## src/rtl/fetch_stage_pkg.sv

```systemverilog
// Shared definitions for the instruction-fetch stage: reset PC default,
// the canonical NOP encoding, FSM state encodings and a word-align helper.
package fetch_stage_pkg;

  localparam logic [31:0] RESET_PC_DEFAULT = 32'h4000_0000;
  localparam int          IMEM_AW_DEFAULT  = 14;

  // addi x0, x0, 0
  localparam logic [31:0] NOP_INST = 32'h0000_0013;

  typedef enum logic [1:0] {
    ST_BOOT  = 2'd0,
    ST_RUN   = 2'd1,
    ST_STALL = 2'd2
  } fetch_state_e;

  // Redirect targets from EX are forced to a word boundary.
  function automatic logic [31:0] align_word(input logic [31:0] addr);
    return {addr[31:2], 2'b00};
  endfunction

endpackage

```

## src/rtl/fetch_hold_buffer.sv

```systemverilog
// Capture register for the instruction/PC pair presented on IF/ID at the
// moment a stall begins. While the stage is stalled the IMEM output may
// change, so IF/ID is served from here instead.
// clear has priority over load and also serves as the reset path.
module fetch_hold_buffer (
  input  logic        clk,
  input  logic        load,
  input  logic        clear,
  input  logic [31:0] capture_pc,
  input  logic [31:0] capture_inst,
  output logic [31:0] held_pc,
  output logic [31:0] held_inst,
  output logic        held_valid
);

  logic [63:0] data;

  // Valid bit: set on capture, dropped on clear (reset or flush).
  always_ff @(posedge clk) begin
    if (clear) begin
      held_valid <= 1'b0;
    end else if (load) begin
      held_valid <= 1'b1;
    end
  end

  // Payload: pc in the upper half, instruction in the lower half.
  always_ff @(posedge clk) begin
    if (load && !clear) begin
      data <= {capture_pc, capture_inst};
    end
  end

  assign held_pc   = data[63:32];
  assign held_inst = data[31:0];

endmodule

```

## src/rtl/fetch_stage.sv

```systemverilog
// Instruction-fetch stage: PC register, next-PC selection, synchronous IMEM
// addressing and the IF/ID instruction/PC outputs.
// Optional feature macro: FETCH_PERF_COUNTERS_EN adds fetch_count and
// bubble_count outputs.
//
// Control contract: there is no valid/ready handshake on this stage. The
// hazard unit drives ctrl_pc_en (0 = hold the current IF/ID contents) and
// ctrl_id_reg_flush (kill whatever IF/ID presents this cycle); if_id_valid
// qualifies if_id_inst in every cycle, and ID must ignore if_id_inst when
// if_id_valid is 0. A redirect (ctrl_pc_src) is only honoured in a cycle
// where ctrl_pc_en is 1.
module fetch_stage
  import fetch_stage_pkg::*;
#(
  parameter logic [31:0] RESET_PC = RESET_PC_DEFAULT,
  parameter int          IMEM_AW  = IMEM_AW_DEFAULT
) (
  input  logic               clk,
  input  logic               rst,
  input  logic               ctrl_pc_en,
  input  logic               ctrl_imem_en,
  input  logic               ctrl_pc_src,
  input  logic               ctrl_id_reg_flush,
  input  logic [31:0]        pc_target,
  output logic               imem_en,
  output logic [IMEM_AW-1:0] imem_addr,
  input  logic [31:0]        imem_dout,
  output logic [31:0]        if_id_pc,
  output logic [31:0]        if_id_inst,
  output logic               if_id_valid,
  output logic [1:0]         fsm_state
`ifdef FETCH_PERF_COUNTERS_EN
  ,
  output logic [31:0]        fetch_count,
  output logic [31:0]        bubble_count
`endif
);

  fetch_state_e state;
  logic [31:0]  pc;
  logic [31:0]  next_pc;
  logic         advance;
  logic         bubble;
  logic         use_hold;
  logic         hold_load;
  logic         hold_clear;
  logic [31:0]  held_pc;
  logic [31:0]  held_inst;
  logic         held_valid;
  logic [31:0]  pres_pc;
  logic [31:0]  pres_inst;

  // The PC only moves once the boot cycle has issued the first IMEM read.
  assign advance = (state != ST_BOOT) && ctrl_pc_en;

  // Next-PC select; during reset the IMEM is pointed at the reset vector.
  always_comb begin
    next_pc = pc;
    if (rst) begin
      next_pc = RESET_PC;
    end else if (advance) begin
      next_pc = ctrl_pc_src ? align_word(pc_target) : (pc + 32'd4);
    end
  end

  // IMEM is word addressed; the read issued this cycle returns next cycle,
  // when pc has become next_pc.
  assign imem_addr = next_pc[IMEM_AW+1:2];
  assign imem_en   = rst || (state == ST_BOOT) || ctrl_imem_en;

  // Bits of next_pc/pc_target that never reach IMEM or the PC register.
  logic unused_bits;
  assign unused_bits = ^{next_pc[31:IMEM_AW+2], next_pc[1:0], pc_target[1:0]};

  // PC and FSM state; reset returns to BOOT from any state.
  always_ff @(posedge clk) begin
    if (rst) begin
      pc    <= RESET_PC;
      state <= ST_BOOT;
    end else begin
      pc <= next_pc;
      case (state)
        ST_BOOT:  state <= ST_RUN;
        // A flush kills the presented instruction, so there is nothing
        // worth holding: stay in RUN even if the PC is stalled.
        ST_RUN:   state <= (!ctrl_pc_en && !ctrl_id_reg_flush) ? ST_STALL : ST_RUN;
        ST_STALL: state <= (ctrl_pc_en || ctrl_id_reg_flush) ? ST_RUN : ST_STALL;
        default:  state <= ST_BOOT;
      endcase
    end
  end

  assign fsm_state = state;

  // Capture the pair shown on IF/ID in the cycle the stall starts.
  assign hold_load  = !rst && (state == ST_RUN) && !ctrl_pc_en && !ctrl_id_reg_flush;
  assign hold_clear = rst || ctrl_id_reg_flush;

  fetch_hold_buffer u_hold (
    .clk          (clk),
    .load         (hold_load),
    .clear        (hold_clear),
    .capture_pc   (pc),
    .capture_inst (imem_dout),
    .held_pc      (held_pc),
    .held_inst    (held_inst),
    .held_valid   (held_valid)
  );

  // Source selection for IF/ID: bubble while booting, hold buffer while
  // stalled, otherwise the live IMEM read for the current pc.
  assign bubble    = rst || (state == ST_BOOT);
  assign use_hold  = (state == ST_STALL) && held_valid;
  assign pres_pc   = bubble ? RESET_PC : (use_hold ? held_pc : pc);
  assign pres_inst = use_hold ? held_inst : imem_dout;

  // Flush squashes the instruction but leaves the PC visible for debug.
  assign if_id_pc    = pres_pc;
  assign if_id_valid = !bubble && !ctrl_id_reg_flush;
  assign if_id_inst  = if_id_valid ? pres_inst : NOP_INST;

`ifdef FETCH_PERF_COUNTERS_EN
  // Distinct valid instructions (hold-buffer replays excluded) and bubbles.
  always_ff @(posedge clk) begin
    if (rst) begin
      fetch_count  <= 32'd0;
      bubble_count <= 32'd0;
    end else begin
      if (if_id_valid && !use_hold) begin
        fetch_count <= fetch_count + 32'd1;
      end
      if (!if_id_valid) begin
        bubble_count <= bubble_count + 32'd1;
      end
    end
  end
`endif

endmodule

```

## config.mk

```make
export PLATFORM = sky130hd
export DESIGN_NAME = fetch_stage
export DESIGN_NICKNAME = d
export VERILOG_FILES = /design/src/rtl/fetch_stage_pkg.sv /design/src/rtl/fetch_hold_buffer.sv /design/src/rtl/fetch_stage.sv
export SDC_FILE = /design/constraint.sdc
export NUM_CORES = 1
export LEC_CHECK = 0
export ABC_AREA = 1
export CORE_MARGIN = 1
export CORE_UTILIZATION = 43
export CTS_CLUSTER_SIZE = 20
export DETAILED_ROUTE_END_ITERATION = 12
export PLACE_DENSITY_LB_ADDON = 0.25
export SLEW_MARGIN = 30
export SYNTH_ARGS = -nofsm -noshare
export SYNTH_HDL_FRONTEND = slang
export SYNTH_SLANG_ARGS = --single-unit
export TNS_END_PERCENT = 10
```

## constraint.sdc

```tcl
create_clock -name clk -period 4.1 [get_ports clk]
set_input_delay 1.025 -clock clk [delete_from_list [all_inputs] [get_ports clk]]
set_output_delay 1.025 -clock clk [all_outputs]
set_load 0.005 [all_outputs]
```

### Yosys cells after proc, flatten, opt, wreduce, memory -nomap -nowiden

Index checks and enable logic that the tools add are counted.

| storage, ports and cells | value |
|---|---|
| word-level logic and storage cells | 37 |
| output and inout bits | 82 |
| flip-flop bits (word level) | 99 |

| operators by class | value |
|---|---|
| equality and inequality tests | 2 |
| reductions and logical operators | 19 |
| muxes and demuxes | 10 |
| add/sub/neg operators | 1 |

Operators with widths:

| cell | number |
|---|---|
| $mux W32 | 5 |
| $add A32 B3 Y32 const B | 1 |
| $mux W16 | 2 |
| $logic_and A1 B1 Y1 | 8 |
| $pmux W2 S3 | 1 |
| $logic_not A1 Y1 | 5 |
| $logic_or A1 B1 Y1 | 4 |
| $mux W2 | 2 |
| $eq A2 B1 Y1 const B | 1 |
| $eq A2 B2 Y1 const B | 1 |
| $logic_not A2 Y1 | 1 |
| $reduce_bool A2 Y1 | 1 |

### Longest topological paths before layout

| logic depth | value |
|---|---|
| depth in word-level cells | 5 |
| gate-level depth with buffers | 10 |

### Hierarchy

From an unflattened synthesis, not the netlist that was laid out.

| unflattened totals | value |
|---|---|
| cells, all modules | 686 |
| area total of the unflattened synthesis | 5366.4 µm² |

Modules (own cells, without submodules):

| module | area an instance (µm²) | times used | cells each |
|---|---|---|---|
| fetch_stage | 3403.3 | 1 | 616 |
| fetch_hold_buffer | 1963.1 | 1 | 70 |

### Worst setup path after synthesis

No wires, ideal clock.

| timing | value |
|---|---|
| path kind | input port to flip-flop |
| from | input port rst |
| to | register u_hold.data[0], enable pin |
| arrival | 2.874 ns |
| stages | 5 |
| slack | 0.808 ns |
| setup time | 0.418 ns |
| buffers on the path | 2 |
| path through | clkbuf_1 -> inv_1 -> clkbuf_1 -> nand3_1 -> inv_1 |

| between the ends | value |
|---|---|
| cells in the longest elaborated chain, start to end | 5 |
| elaborated cells between the ends (all ways) | 7 |
| those cells by class | reduce/logical (7) |

RTL lines:

| element | line | RTL |
|---|---|---|
| from (decl) | fetch_stage.sv:19 | `input logic rst,` |
| $logic_not A1 Y1 | fetch_stage.sv:96 | `assign hold_load = !rst && (state == ST_RUN) && !ctrl_pc_en && !ctrl_id_reg_flush;` |
| $logic_and A1 B1 Y1 (3 in a row) | fetch_stage.sv:96 |  |
| $logic_and A1 B1 Y1 * | fetch_hold_buffer.sv:29 | `if (load && !clear) begin` |
| to (signal assigned) | fetch_hold_buffer.sv:30 | `data <= {capture_pc, capture_inst};` |
| to (decl) | fetch_hold_buffer.sv:16 | `logic [63:0] data;` |

Mark *: on every way between the ends. The rest lies on a longest branch, timed or not.
A chain may end at the register's enable or synchronous reset.

### Worst setup path in the final report

| timing | value |
|---|---|
| from | input port rst |
| to | output port if_id_inst[8] |

| between the ends | value |
|---|---|
| cells in the longest elaborated chain, start to end | 4 |

RTL lines:

| element | line | RTL |
|---|---|---|
| $logic_or A1 B1 Y1 | fetch_stage.sv:112 | `assign bubble = rst \|\| (state == ST_BOOT);` |
| $logic_not A1 Y1 | fetch_stage.sv:119 | `assign if_id_valid = !bubble && !ctrl_id_reg_flush;` |
| $logic_and A1 B1 Y1 | fetch_stage.sv:119 |  |
| $mux W32 | fetch_stage.sv:120 | `assign if_id_inst = if_id_valid ? pres_inst : NOP_INST;` |
| to (decl) | fetch_stage.sv:29 | `output logic [31:0] if_id_inst,` |

No other way between the ends.

==> impl_metrics.toml <==
[floorplanning]
row_count = 40
die_area_um2 = 12800
die_span_in_x_um = 113
core_region_area_um2 = 12100
initial_utilization = 0.442
boundaryPins = 152
die_y_um = 113

[power_and_ir_drop]
design_power_total_mw = 2.41
power-per-cell-area_nw_per_um2 = 325
switching_component_of_the_power_uw = 552
seq_power_share = 0.463
p_int_mw = 1.86
p_leak_nw = 2.53
power_switching_share = 0.229
vdd.ir_drop.worst_mv = 0.161
power.combinational.fraction = 0.125
clockPowerShare = 0.411

[timing]
rsz0062_at_grt = "false"
timing.final.setup_violations = 0
clock.fmax_mhz = 254
fin_setup_tns_ps = 0
hold_slack_ps = 454
final.setup.worst_slack_ps = 160
worstMarginPinSlew_ps = 607
worst_clock_skew_ps = 6.06
hold_violations = 0
max_slew_margin = 0.595
finalMaxSlewViolations = 0
layout_min_cycle_time_ps = 3940
final.period_utilization = 0.961

[cts]
clkLatencyLatePin_ps = 350
cts_root_buffer = "clkbuf_16"
tritoncts = "built"
cts_setup_buffers = 0
cts_hold_buf = 0
ctsLongestPathBuffers = 2
h-tree-depth = 3
cts_buffer_count = 9
clkSinkCount = 99
clk_transition_reported_paths_ps = 70

[worst_hold_path]
min_from = "pc[0]$_SDFFE_PP0N_"
timing.hold.worst.class = "flip-flop to flip-flop"

[final_layout]
nFillCells = 1071
nNetsFinal = 898
layout-drive-gt1-share = 0.0769
synthToLayoutAreaGrowth_pct = 39.0
instances_no_fill = 1000
footprint_of_the_multi_input_gates_um2 = 2340
seqCellArea_um2 = 2620
diodes = 0

[worst_setup_path]
cp.buffers_inverters = 3
worst_path_most_repeated_cell = "clkdlybuf4s50_1"
reg2reg_from = "pc[3]$_SDFF_PP0_"
worst_path_dominant_cell_family = "buffers and inverters"
critical_path_launch_point_type = "input pin"
timing.critical_path.fanout_max = 33
crit_path_start = "rst"
critical_path.slowest_cell = "clkdlybuf4s50_1"
cp.arrival_ps = 2920
worstPathCellList = "clkdlybuf4s50_1, or2_1, nor2_2, buf_12, o21ai_0, nor2_1, clkdlybuf4s50_1"
timing.critical_path.required_ps = 3070
critical_path_capture_point_type = "output port"
max_stage_delay_ps = 520
worst-setup-path-type = "input pin to output port"

[place]
placedCellCount = 984
finalWeightedCongestion = 0.912
place_ws_ps = 156
io_buffer_count = 149
place.detailed.hpwl_um = 11200

[synthesis]
yosys.cell_types.count = 35
synth_area_per_cell_um2 = 7.84
synth_register_bits = 99
commonest_register_cell_after_synthesis = "edfxtp_1"
ys_seq_area_frac = 0.492
postSynth.asyncResetShare = 0
postSynthCellCount = 680
synthesis.area_um2 = 5330
ys_warn_count = 0
synth_enable_flop_cells = 64
synth.net_count = 751

[detailed_routing]
avgRoutedWirePerCell_um = 15.9
postRouteWirelength_um = 15900
drt_iter0_markers = 403
number_of_vias_per_cell_after_detailed_routing = 5.28
num_vias = 5279
dr.pass1.iters = 5
ant_nets = 0
detail_route.drc_violations = 0

[grt]
met1_capacity_usage_during_global_routing = 0.329
largest_net_degree_at_the_start_of_global_routing = 49
globalRouteTotalUtil = 0.253
grt_use_met2 = 0.423
grt_overflow_total = 0
antenna_found_initial = 0
global_route.usage.met3 = 0.0412
grt_first_pass_wirelength_um = 25300
first_global_vias = 5082
top_usage_layer = "met2"

[flow_run]
timing.max_cap.violations = 0

[status]
status = "finished, final reports clean"
## area by class of cell
cell class,instances,share of cell area
clock buffers,12,0.0333
clock inverters,4,0.0132
inverters,51,0.0262
multi-input cells,495,0.316
flip-flops and latches,99,0.354
well taps,168,0.0284
repair buffers,171,0.229
## cell families after synthesis
group                      synth area share
AOI/OAI and AO/OA                     0.161
xor gates and xnor gates            0.00164
adders and majority gates           0.00235
buffers and inverters                0.0688
DFF                                   0.492
and+or+nand+nor                       0.274
## worst reg2reg max path, cell delays in order (launching register included)
cell     delay [ps]
dfxtp_1         400
ha_1            230
nand2_2         100
inv_1            70
nand2_1          70
nor2_1          390
xor2_1          210
nand2_1          60
o21ai_0         100
a21oi_1          90
## power by group through the flow
stage                     clock network (mW)  logic [mW]  registers [mW]
final                                  0.991       0.302            1.12
after global placement                     0       0.293            1.14
after floorplan                            0       0.135            1.13
after detailed placement                   0       0.298            1.14
after CTS                               1.01       0.301            1.12
after global routing                    1.04       0.330            1.12
## per-stage QoR
step,area (um2),util
2_1_floorplan,5330,-
3_3_place_gp,7060,0.586
3_5_place_dp,7060,0.586
4_1_cts,7410,0.614
5_1_grt,7410,0.614
6_report,7410,0.614
## cells in the final DEF, fill, tap and decap left out, types with 6 or more instances in the layout
cell and count:
o21ai_0 77, clkdlybuf4s50_1 148, o21ai_1 8, nor2_1 138, edfxtp_1 64, buf_4 19, clkbuf_16 9, nand3_1 37
nor2_4 7, dfxtp_1 35, inv_2 6, nand4_1 9, nor3_1 8, a21oi_1 57, a211oi_1 11, inv_1 44
nand2_1 116
## layer usage
metal | vias to the layer above | wire length, um | part of all wire
met5 | - | 0 | 0
met4 | 0 | 314 | 0.020
met3 | 23 | 1050 | 0.066
met2 | 203 | 7560 | 0.48
met1 | 2460 | 6960 | 0.44
li1 | 2593 | - | -
## state kept, by name, summed over array words and instances, names as in the netlist
| register | flops |
|---|---|
| u_hold.data | 64 |
| u_hold.held_valid | 1 |
| fsm_state | 2 |
| pc | 32 |
## cells in the mapped netlist, types with 2 or more instances
cell type | count | area share
inv_2 | 5 | 0.0035
nand3_1 | 37 | 0.035
a211oi_1 | 11 | 0.015
nand2_2 | 4 | 0.0047
buf_2 | 14 | 0.013
nor2_2 | 4 | 0.0047
a31oi_1 | 4 | 0.0047
inv_1 | 45 | 0.032
dfxtp_1 | 35 | 0.13
nand4_1 | 9 | 0.011
nor2_1 | 138 | 0.097
o21ai_1 | 8 | 0.0075
nor2_4 | 7 | 0.015
buf_6 | 2 | 0.0042
a21oi_1 | 57 | 0.054
o21ai_0 | 77 | 0.072
clkbuf_1 | 16 | 0.011
nand2_1 | 116 | 0.082
o211ai_1 | 2 | 0.0028
a221oi_1 | 2 | 0.0033
nor3_2 | 2 | 0.0038
nor3_1 | 8 | 0.0075
buf_4 | 2 | 0.0028
edfxtp_1 | 64 | 0.36
## path summary, 6_finish.rpt
path | cells after the start | endpoint | slack [ps]
setup / recovery | 7 | if_id_inst[8] | 160
hold / removal | 0 | u_hold.data[32]$_DFFE_PP_ | 450
setup reg to reg | 9 | pc[8]$_SDFF_PP0_ | 2280
hold reg to reg | 0 | u_hold.data[32]$_DFFE_PP_ | 450
## timing repair
item                                    in CTS  in global routing
endpoints found under the setup margin       0                  1
hold endpoints to repair                     0                  0
resized for setup                            0                  1
No activity file was read; power rests on OpenSTA's default activity.
